**src/rtl/uart_rx_buffer_pkg.sv**
```systemverilog
// uart_rx_buffer_pkg: entry layout and interrupt source indices for the receive buffer
package uart_rx_buffer_pkg;
    localparam int ENT_PERR = 8;
    localparam int ENT_FERR = 9;
    localparam int ENT_W    = 10;
    localparam int IRQ_THR  = 0;
    localparam int IRQ_TMO  = 1;
    localparam int IRQ_OVR  = 2;

    function automatic logic [ENT_W-1:0] pack_entry(input logic [7:0] d, input logic perr, input logic ferr);
        logic [ENT_W-1:0] e;
        e           = {2'b00, d};
        e[ENT_PERR] = perr;
        e[ENT_FERR] = ferr;
        return e;
    endfunction
endpackage

```
**src/rtl/uart_rx_buffer_mem.sv**
```systemverilog
// uart_rx_buffer_mem: simple dual-port entry array, synchronous write, asynchronous head read
module uart_rx_buffer_mem
    import uart_rx_buffer_pkg::*;
#(
    parameter int DEPTH = 64,
    localparam int AW = $clog2(DEPTH)
) (
    input  logic             clk,
    input  logic             we,
    input  logic [AW-1:0]    waddr,
    input  logic [ENT_W-1:0] wdata,
    input  logic [AW-1:0]    raddr,
    output logic [ENT_W-1:0] rdata
);
    logic [ENT_W-1:0] ram [DEPTH];

    always_ff @(posedge clk) begin
        if (we) ram[waddr] <= wdata;
    end

    assign rdata = ram[raddr];
endmodule

```
**src/rtl/uart_rx_buffer.sv**
```systemverilog
// uart_rx_buffer: FWFT receive FIFO with overrun, threshold, idle timeout and level interrupt
module uart_rx_buffer
    import uart_rx_buffer_pkg::*;
#(
    parameter int          DEPTH          = 64,
    parameter logic [15:0] TIMEOUT_CYCLES = 16'd10000,
    localparam int AW = $clog2(DEPTH),
    localparam int CW = $clog2(DEPTH + 1)
) (
    input  logic          clk,
    input  logic          rst,
    input  logic [7:0]    data,
    input  logic          newData,
    input  logic          error_parity,
    input  logic          error_frame,
    input  logic          rd_en,
    input  logic          flush,
    input  logic          clr_overrun,
    input  logic [CW-1:0] threshold,
    input  logic [2:0]    irq_mask,
    output logic [7:0]    rd_data,
    output logic          rd_parity_err,
    output logic          rd_frame_err,
    output logic          empty,
    output logic          full,
    output logic [CW-1:0] count,
    output logic          overrun,
    output logic          timeout,
    output logic          interrupt
);
    logic             nd_q, overrun_q, overrun_d, timeout_q, timeout_d, irq_q, irq_d;
    logic [AW-1:0]    wr_ptr_q, wr_ptr_d, rd_ptr_q, rd_ptr_d;
    logic [CW-1:0]    count_q, count_d;
    logic [15:0]      tcnt_q, tcnt_d;
    logic             push, pop, wr, ovf, act;
    logic [ENT_W-1:0] head;

    uart_rx_buffer_mem #(.DEPTH(DEPTH)) u_mem (
        .clk   (clk),
        .we    (wr),
        .waddr (wr_ptr_q),
        .wdata (pack_entry(data, error_parity, error_frame)),
        .raddr (rd_ptr_q),
        .rdata (head)
    );

    always_comb begin
        push      = newData & ~nd_q;
        pop       = rd_en & ~empty & ~flush;
        wr        = push & ~flush & (~full | pop);
        ovf       = push & ~flush & full & ~pop;
        act       = push | pop | flush;
        wr_ptr_d  = flush ? '0 : wr_ptr_q + AW'(wr);
        rd_ptr_d  = flush ? '0 : rd_ptr_q + AW'(pop);
        count_d   = flush ? '0 : count_q + CW'(wr) - CW'(pop);
        overrun_d = ~flush & (ovf | (overrun_q & ~clr_overrun));
        tcnt_d    = (act | empty) ? '0 : (tcnt_q == TIMEOUT_CYCLES ? tcnt_q : tcnt_q + 16'd1);
        timeout_d = ~act & (timeout_q | (~empty & tcnt_q == TIMEOUT_CYCLES - 16'd1));
        irq_d     = (irq_mask[IRQ_THR] & threshold != '0 & count_q >= threshold)
                  | (irq_mask[IRQ_TMO] & timeout_q)
                  | (irq_mask[IRQ_OVR] & overrun_q);
    end

    always_ff @(posedge clk) begin
        if (rst) begin
            nd_q      <= 1'b0;
            wr_ptr_q  <= '0;
            rd_ptr_q  <= '0;
            count_q   <= '0;
            overrun_q <= 1'b0;
            timeout_q <= 1'b0;
            tcnt_q    <= '0;
            irq_q     <= 1'b0;
        end else begin
            nd_q      <= newData;
            wr_ptr_q  <= wr_ptr_d;
            rd_ptr_q  <= rd_ptr_d;
            count_q   <= count_d;
            overrun_q <= overrun_d;
            timeout_q <= timeout_d;
            tcnt_q    <= tcnt_d;
            irq_q     <= irq_d;
        end
    end

    // Head is forced to zero when empty so no stale entry is ever presented
    assign {rd_frame_err, rd_parity_err, rd_data} = empty ? '0 : head;
    assign empty     = count_q == '0;
    assign full      = count_q == CW'(DEPTH);
    assign count     = count_q;
    assign overrun   = overrun_q;
    assign timeout   = timeout_q;
    assign interrupt = irq_q;
endmodule

```
**config.mk**
```make
export PLATFORM = sky130hd
export DESIGN_NAME = uart_rx_buffer
export DESIGN_NICKNAME = d
export VERILOG_FILES = /design/src/rtl/uart_rx_buffer_pkg.sv /design/src/rtl/uart_rx_buffer_mem.sv /design/src/rtl/uart_rx_buffer.sv
export SDC_FILE = /design/constraint.sdc
export NUM_CORES = 1
export LEC_CHECK = 0
export CORE_MARGIN = 8
export CORE_UTILIZATION = 36
export CTS_BUF_LIST = sky130_fd_sc_hd__clkbuf_2
export DETAILED_ROUTE_END_ITERATION = 12
export HOLD_SLACK_MARGIN = 0.03
export PLACE_DENSITY = 0.61
export SETUP_SLACK_MARGIN = 0.5
export SLEW_MARGIN = 10
export SYNTH_ARGS = -nofsm -noshare
export SYNTH_HDL_FRONTEND = slang
export SYNTH_HIERARCHICAL = 1
export SYNTH_SLANG_ARGS = --single-unit
```
**constraint.sdc**
```tcl
create_clock -name clk -period 2.7 [get_ports clk]
set_input_delay 0.54 -clock clk [delete_from_list [all_inputs] [get_ports clk]]
set_output_delay 0.54 -clock clk [all_outputs]
set_load 0.005 [all_outputs]
```
==> metrics.md, run 1 <==
| Metric | Value |
|---|---|
| Routed Antenna Nets | `0` |
| Initial antenna violation count | `3` |
| GR Util All Layers | `approximately 16%` |
| Iteration-0 DRC count of the detailed router | `1212` |
| Reg2Reg Setup Slack | `-0.37 ns` |
| Final setup fails | `653` |
| Share of the synthesized area in the top cell type | `a little over two thirds` |
| Critical path origin | `rd_ptr_q[0]` |
| Via count | `roughly 15000` |
| Final Power | `between 20 and 25 mW` |
| Area delta synth->final | `29.00%` |
| Die X | `just under 300 um` |
| Internal power | `~16 mW` |
| Most common cell after layout, fill and taps aside | `edfxtp_1` |
| Die area | `0.08441 mm^2` |
| Mux cell area share after synthesis | `between 10% and 20%` |
| Slowest CP cell | `mux4_2` |
| Power Dens Cells | `596.4 mW/mm^2` |
| EDFF count, synth | `640` |
| Status | `finished, violations left` |
| Top-level I/O count | `48` |
| CP Launch Type | `flip-flop` |
| Post-layout min period | `4.383 ns` |
| Max Cap Viol | `0` |
| Clk root buf | `clkbuf_2` |
| Reg-to-reg startpoint | `count[5]` |
| Sequential share of power | `about 55%` |
| Leak Pwr | `11.39 nW` |
| Clk_skew | `0.08397 ns` |
| Adder-cell share of the synthesized area | `about 1.0%` |
| Async SR Flop Fraction | `0%` |
| Via density | `about 5.2` |
| Register area share after synthesis | `73.71%` |
| Pins Over Slew Limit | `0` |
| Logic pwr share | `between 10% and 20%` |
| Hold Slack | `between 0.2 and 0.3 ns` |
| Gate Count Post-Synth | `about 1400` |
| Setup WS pre-CTS | `-0.8907 ns` |
| H-tree Lvls | `4` |
| DP Wirelength | `~41000 um` |
| Hold Crit Class | `input port to flip-flop` |
| Area of the mapped netlist | `~0.027 mm^2` |
| Crit path depth | `10` |
| Setup Crit Path Kind | `flip-flop to output pin` |
| Num CTS Buffers | `166` |
| Fraction of layout cells with a size suffix above 1 | `around 46%` |
| Worst path arrival time | `3.84 ns` |
| Vias in the first global route | `15770` |
| Failing checks | `setup timing` |
| XOR/XNOR share of the synthesized area | `0.6779%` |
| CP required | `2.16 ns` |
| Peak supply drop | `~0.00034 V` |
| Syn avg cell area | `19.95 um^2` |
| Crit-path cells | `buf_12 > buf_16 > buf_4 > mux4_2 > nor2b_1 > a2111oi_4 > a221oi_4 > a22o_1 > nor2b_4 > buf_6` |
| # nets final | `approximately 1900` |
| Worst r2r dst | `u_mem/ram[28][9]` |
| GRT overflow | `0` |
| Starting density of the core | `between 30% and 40%` |
| Fin. Hold Viols | `0` |
| Worst Setup EP | `rd_frame_err` |
| CTS tree | `done` |
| Yosys warnings | `6` |
| Yosys reg bits | `~680` |
| Switching share of power | `roughly 25%` |
| Clk buf depth | `3` |
| Worst path max stage delay | `approximately 0.50 ns` |
| Die outline height | `around 290 um` |
| Commonest cells after routing, fill and taps aside | `edfxtp_1, clkbuf_2, mux4_2, buf_4, buf_12` |
| Clk network pwr share | `about a third` |
| Drt first pass iters | `5` |
| Final worst-path cycle share | `162.3%` |
| Largest family of logic cells by synthesized area | `multiplexers` |
| Core area | `approximately 0.075 mm^2` |
| Slew headroom | `a little over two fifths` |
| Top cells by area, synth | `edfxtp_1, mux4_2, dfxtp_1` |
| Yosys cell types | `63` |
| Wire per inst | `23.48 um` |
| Post-route DRC | `0` |
| Routed WL | `approximately 70000 um` |
| # clock sinks | `a little under 700` |
| CTS clk-pin slew, worst paths | `between 0.1 and 0.15 ns` |
| IO buf count | `47` |
| Design area | `~0.035 mm^2` |
| First-pass GRT wire length | `100500 um` |
| CP endpoint kind | `output pin` |
| Syn nets | `about 1400` |
| Placer Congestion | `slightly below 0.8` |
| Yosys top cell by area | `edfxtp_1` |
| Simple-gate share of the synthesized area | `roughly 4.3%` |
| Worst slew pin tran | `0.8655 ns` |
| Post-synthesis compound-gate area fraction | `2.804%` |
| Clock Latency Late Sink | `1.33 ns` |
| Buf/Inv on CP | `4` |
| Pin count of the biggest net entering global routing | `between 60 and 70` |
| Top_reg_cell synth | `edfxtp_1` |
| Sw Pwr | `5.304 mW` |
| Max Freq | `approximately 230 MHz` |
| Critical path peak fanout | `7` |
| Placed cell area | `about 0.032 mm^2` |
| Row count | `100` |
| RSZ-0062 raised after global routing | `yes` |
| Worst path top cell family by delay | `compound AO/OA/AOI/OAI gates` |
| PnR worst setup slack | `-1.683 ns` |
| Worst r2r path cells | `18` |
stage by stage:
| step | TNS (ns) | util, % | cells |
|---|---|---|---|
| 5_1_grt | -193.96 | 46.93 | 2898 |
| 6_report | -136.54 | 46.94 | 2900 |
| 3_3_place_gp | -71.49 | 42.28 | 2501 |
| 2_1_floorplan | 0 | - | 1360 |
| 3_5_place_dp | -76.68 | 42.28 | 2501 |
| 4_1_cts | -52.34 | 46.13 | 2869 |
worst min-delay path, cell delays in order:
cell and delay, ns:
dlygate4sd3_1 0.53, buf_2 0.13, buf_12 0.18
synth_stat cells, drive strengths merged (8+ instances only):
master  count
xnor2       8
a22oi       9
a211oi     10
nand2b     10
ha         21
nand4       8
a21oi       9
o21ai      11
mux4      160
xor2       13
inv        18
nor2       99
mux2i      54
nand3      20
buf        42
nand2      18
clkbuf     27
dfxtp      39
edfxtp    640
and2       11
mux2       12
o22ai      16
nor2b      24
worst min path at each step:
stage | from | end | slack [ns] | cells past startpoint
floorplan | tcnt_q[14] | tcnt_q[14] | 0.47 | 2
global placement | tcnt_q[15] | tcnt_q[15] | 0.49 | 2
detailed placement | tcnt_q[14] | tcnt_q[14] | 0.50 | 2
CTS | flush | tcnt_q[14] | 0.07 | 4
global route | error_frame | u_mem/ram[22][9] | 0.20 | 3
finish | error_frame | u_mem/ram[22][9] | 0.30 | 3
layer usage:
layer	up-vias	routed length [um]	share of wire, %	global-route usage (%)
met5	-	0	0	0
met4	0	1653	2.4	6.341
met3	117	5027	7.4	4.093
met2	562	32040	47	24.47
met1	7817	29380	43	21.35
li1	6594	-	-	-
flip-flops by register name (all words and copies together) (netlist names):
signal / cells
u_mem/ram: 640
tcnt_q: 16
count: 7
rd_ptr_q: 6
wr_ptr_q: 6
interrupt: 1
nd_q: 1
overrun: 1
timeout: 1
cell families (layout without fill, tap and decap cells):
kind of cell / after synthesis / count (layout)
muxes: 226 / 226
other: 0 / 3
and+or+nand+nor: 230 / 230
AOI/OAI and AO/OA: 95 / 95
xor gates and xnor gates: 21 / 21
buffers and inverters: 87 / 655
DFF: 679 / 679
adders and majority gates: 22 / 22
power by group through the flow:
stage          Sequential (mW)  Clock [mW]  Combinational [mW]
2_1_floorplan             11.8           0                1.12
3_3_place_gp              11.8           0                2.01
3_5_place_dp              11.8           0                2.06
4_1_cts                   11.6        6.98                2.51
5_1_grt                   11.6        7.50                2.77
6_report                  11.6        6.72                2.60
timing repair:
action	CTS	global route
pin swaps	26	32
gates resized for setup	198	82
setup buffers	55	22
hold endpoints to repair	658	0
cloned	10	6
hold buffers	21	0
setup endpoints to repair	672	679
layout make-up:
cell class              count  area (um^2)
fillers                  6238        39570
flip-flops and latches    679        20040
multi-input cells         594         7686
repair buffers            355         4536
clock buffers             246         1231
well taps                 969         1212
clock inverters            36        225.2
inverters                  18        67.56
diodes                      3        7.507
(Power assumes the default switching activity.)
==> inputs of run 2 (changes only) <==
- CORE_MARGIN: 8 -> 1
- HOLD_SLACK_MARGIN: 0.03 -> 0.08
- PLACE_DENSITY: 0.61 -> not set
==> metrics.md, run 2 (synthesized netlist as in run 1, its figures left out) <==
| Metric | Value |
|---|---|
| Routed WL | `66150 um (-2.9%)` |
| Iteration-0 DRC count of the detailed router | `1103 (-9.0%)` |
| CTS tree | `done` |
| # nets final | `1871 (+0.48%)` |
| Hold Slack | `0.2387 ns (-0.05778 ns)` |
| Final setup fails | `356 (-45%)` |
| WHS Path Cells | `2 (-1)` |
| Routed Antenna Nets | `0 (unchanged)` |
| Fin. Hold Viols | `0 (unchanged)` |
| H-tree Lvls | `4 (unchanged)` |
| Die area | `0.07647 mm^2 (-9.4%)` |
| Max Freq | `223.3 MHz (-2.1%)` |
| Pins Over Slew Limit | `0 (unchanged)` |
| Hold Crit Class | `input port to flip-flop` |
| DP Wirelength | `42110 um (+2.5%)` |
| CTS clk-pin slew, worst paths | `0.09 ns (-0.02 ns)` |
| Post-route DRC | `0 (unchanged)` |
| Reg-to-reg startpoint | `count[2]` |
| Die X | `276.5 um (-4.8%)` |
| Largest register FFs | `640 (unchanged)` |
| Most common cell after layout, fill and taps aside | `edfxtp_1` |
| CP Launch Type | `flip-flop` |
| Die outline height | `276.5 um (-4.8%)` |
| # clock sinks | `679 (unchanged)` |
| GRT overflow | `0 (unchanged)` |
| Pin count of the biggest net entering global routing | `65 (unchanged)` |
| Commonest cells after routing, fill and taps aside | `edfxtp_1, clkbuf_2, mux4_2, buf_4, buf_12` |
| Post-layout min period | `4.477 ns (+0.09432 ns)` |
| Via count | `14860 (-1.5%)` |
| PnR worst setup slack | `-1.777 ns (-0.09432 ns)` |
| Setup Crit Path Kind | `flip-flop to output pin` |
| Filler cell count | `6179 (-0.95%)` |
| GR Util All Layers | `17.69% (+1.8 points)` |
| Critical path origin | `rd_ptr_q[0]` |
| Peak supply drop | `0.0004952 V (+45%)` |
| Slew headroom | `38.56% (-3.7 points)` |
| Worst r2r path cells | `16 (-2)` |
| Final worst-path cycle share | `165.8% (+3.5 points)` |
| Initial antenna violation count | `5 (+2)` |
| Clk root buf | `clkbuf_2` |
| Worst slew pin tran | `0.9188 ns (+0.05328 ns)` |
| Wire per inst | `22.71 um (-3.3%)` |
| Num CTS Buffers | `165 (-0.60%)` |
| Row count | `100 (unchanged)` |
| Placer Congestion | `0.8353 (+6.3%)` |
| Failing checks | `setup timing` |
| First-pass GRT wire length | `99720 um (-0.80%)` |
| Max Cap Viol | `0 (unchanged)` |
| Status | `finished, violations left` |
| Worst r2r dst | `u_mem/ram[58][0]` |
| Core area | `0.07445 mm^2 (-0.17%)` |
| CP endpoint kind | `output pin` |
| RSZ-0062 raised after global routing | `yes` |
| Worst path arrival time | `3.94 ns (+0.10 ns)` |
| Starting density of the core | `36.45% (+0.061 points)` |
| Drt first pass iters | `5 (unchanged)` |
| Area delta synth->final | `28.63%` |
| IO buf count | `47 (unchanged)` |
| CP required | `2.16 ns (about the same)` |
| Vias in the first global route | `15740 (-0.16%)` |
| Clk_skew | `0.1100 ns (+0.02606 ns)` |
| Finished Layout Cells | `2913 (+0.45%)` |
| Leak Pwr | `11.38 nW (about the same)` |
| Top-level I/O count | `48 (unchanged)` |
| Hold path startpoint | `data[2]` |
| Via density | `5.101 (-2.0%)` |
| Clock Latency Late Sink | `1.35 ns (+0.02 ns)` |
| Hold endpoint | `u_mem/ram[36][2]` |
| Reg2Reg Setup Slack | `-0.16 ns (+0.21 ns)` |
| Fraction of layout cells with a size suffix above 1 | `46.54% (+0.17 points)` |
| Placed insts | `2520 (+0.76%)` |
| Clk buf depth | `3 (unchanged)` |
| Critical path peak fanout | `8 (+1)` |
| Power Dens Cells | `608.6 mW/mm^2 (+2.0%)` |
| Top reg by flops | `u_mem/ram` |
run 2: cell count changes in the layout (fill, tap and decap cells not counted), moves of 4 or more:
cell,before,now
buf_4,103,143
buf_6,74,53
clkbuf_2,246,239
nor2b_2,6,0
buf_2,23,18
nor2_4,61,56
mux2i_1,47,51
nor2_2,4,8
nor2b_1,9,13
run 2: layout make-up:
class / count / area [um^2] / area share, %
Clock buffer: 235 / 1176 / 3.370
Inverter: 18 / 70.07 / 0.2008
Antenna cell: 6 / 15.01 / 0.04302
Multi-Input combinational cell: 594 / 7632 / 21.87
Timing Repair Buffer: 365 / 4423 / 12.67
Tap cell: 969 / 1212 / 3.474
Sequential cell: 679 / 20040 / 57.41
Clock inverter: 47 / 336.6 / 0.9643
run 2: timing repair:
action / 4_1_cts / 5_1_grt
cloned: 6 / 4
buffers inserted: 59 / 17
hold endpoints to repair: 657 / 0
gates resized for setup: 181 / 66
setup endpoints to repair: 669 / 678
hold buffers: 19 / 0
pin swaps: 33 / 31
run 2: how the worst max path moves through the flow:
stage	end	slack, ns	cells after the start
2_1_floorplan	rd_parity_err	0.11	8
3_3_place_gp	rd_data[5]	-0.74	9
3_5_place_dp	rd_data[5]	-0.75	9
4_1_cts	rd_data[5]	-2.05	10
5_1_grt	rd_data[5]	-1.97	10
6_report	rd_data[5]	-1.78	10
run 2: worst max-delay path, stage by stage (launching register included):
cell,delay (ns)
dfxtp_4,0.43
buf_12,0.14
buf_6,0.09
mux4_2,0.51
mux2_4,0.29
a2111oi_4,0.41
a221oi_2,0.06
buf_4,0.17
a22o_1,0.22
nor2b_4,0.13
buf_2,0.12
run 2: metrics by stage:
step | power [mW] | worst slack [ns] | TNS [ns] | area, um^2 | util [%]
final | 21.24 | -1.777 | -43.14 | 34900 | 46.88
after global routing | 22.20 | -1.975 | -95.41 | 34900 | 46.88
after CTS | 21.27 | -2.046 | -21.11 | 34440 | 46.26
after detailed placement | 13.90 | -0.7453 | -83.88 | 31670 | 42.54
after global placement | 13.86 | -0.7431 | -59.54 | 31670 | 42.54
after floorplan | 12.93 | 0.1135 | 0 | 27830 | -
run 2: report_power, final:
part           leakage [nW]  internal, mW  switching (mW)
Combinational          4.17          1.56            1.30
Clock                  1.14          2.82            3.99
Sequential             6.08          11.5          0.0359
run 2: per-layer routing:
layer | vias up | wire, um | part of all wire (%) | GRT usage (%)
li1 | 6634 | - | - | -
met1 | 7730 | 29030 | 44 | 23.61
met2 | 414 | 32510 | 49 | 28.53
met3 | 79 | 3428 | 5.2 | 3.946
met4 | 2 | 1170 | 1.8 | 6.160
met5 | - | 13 | 0.020 | 0
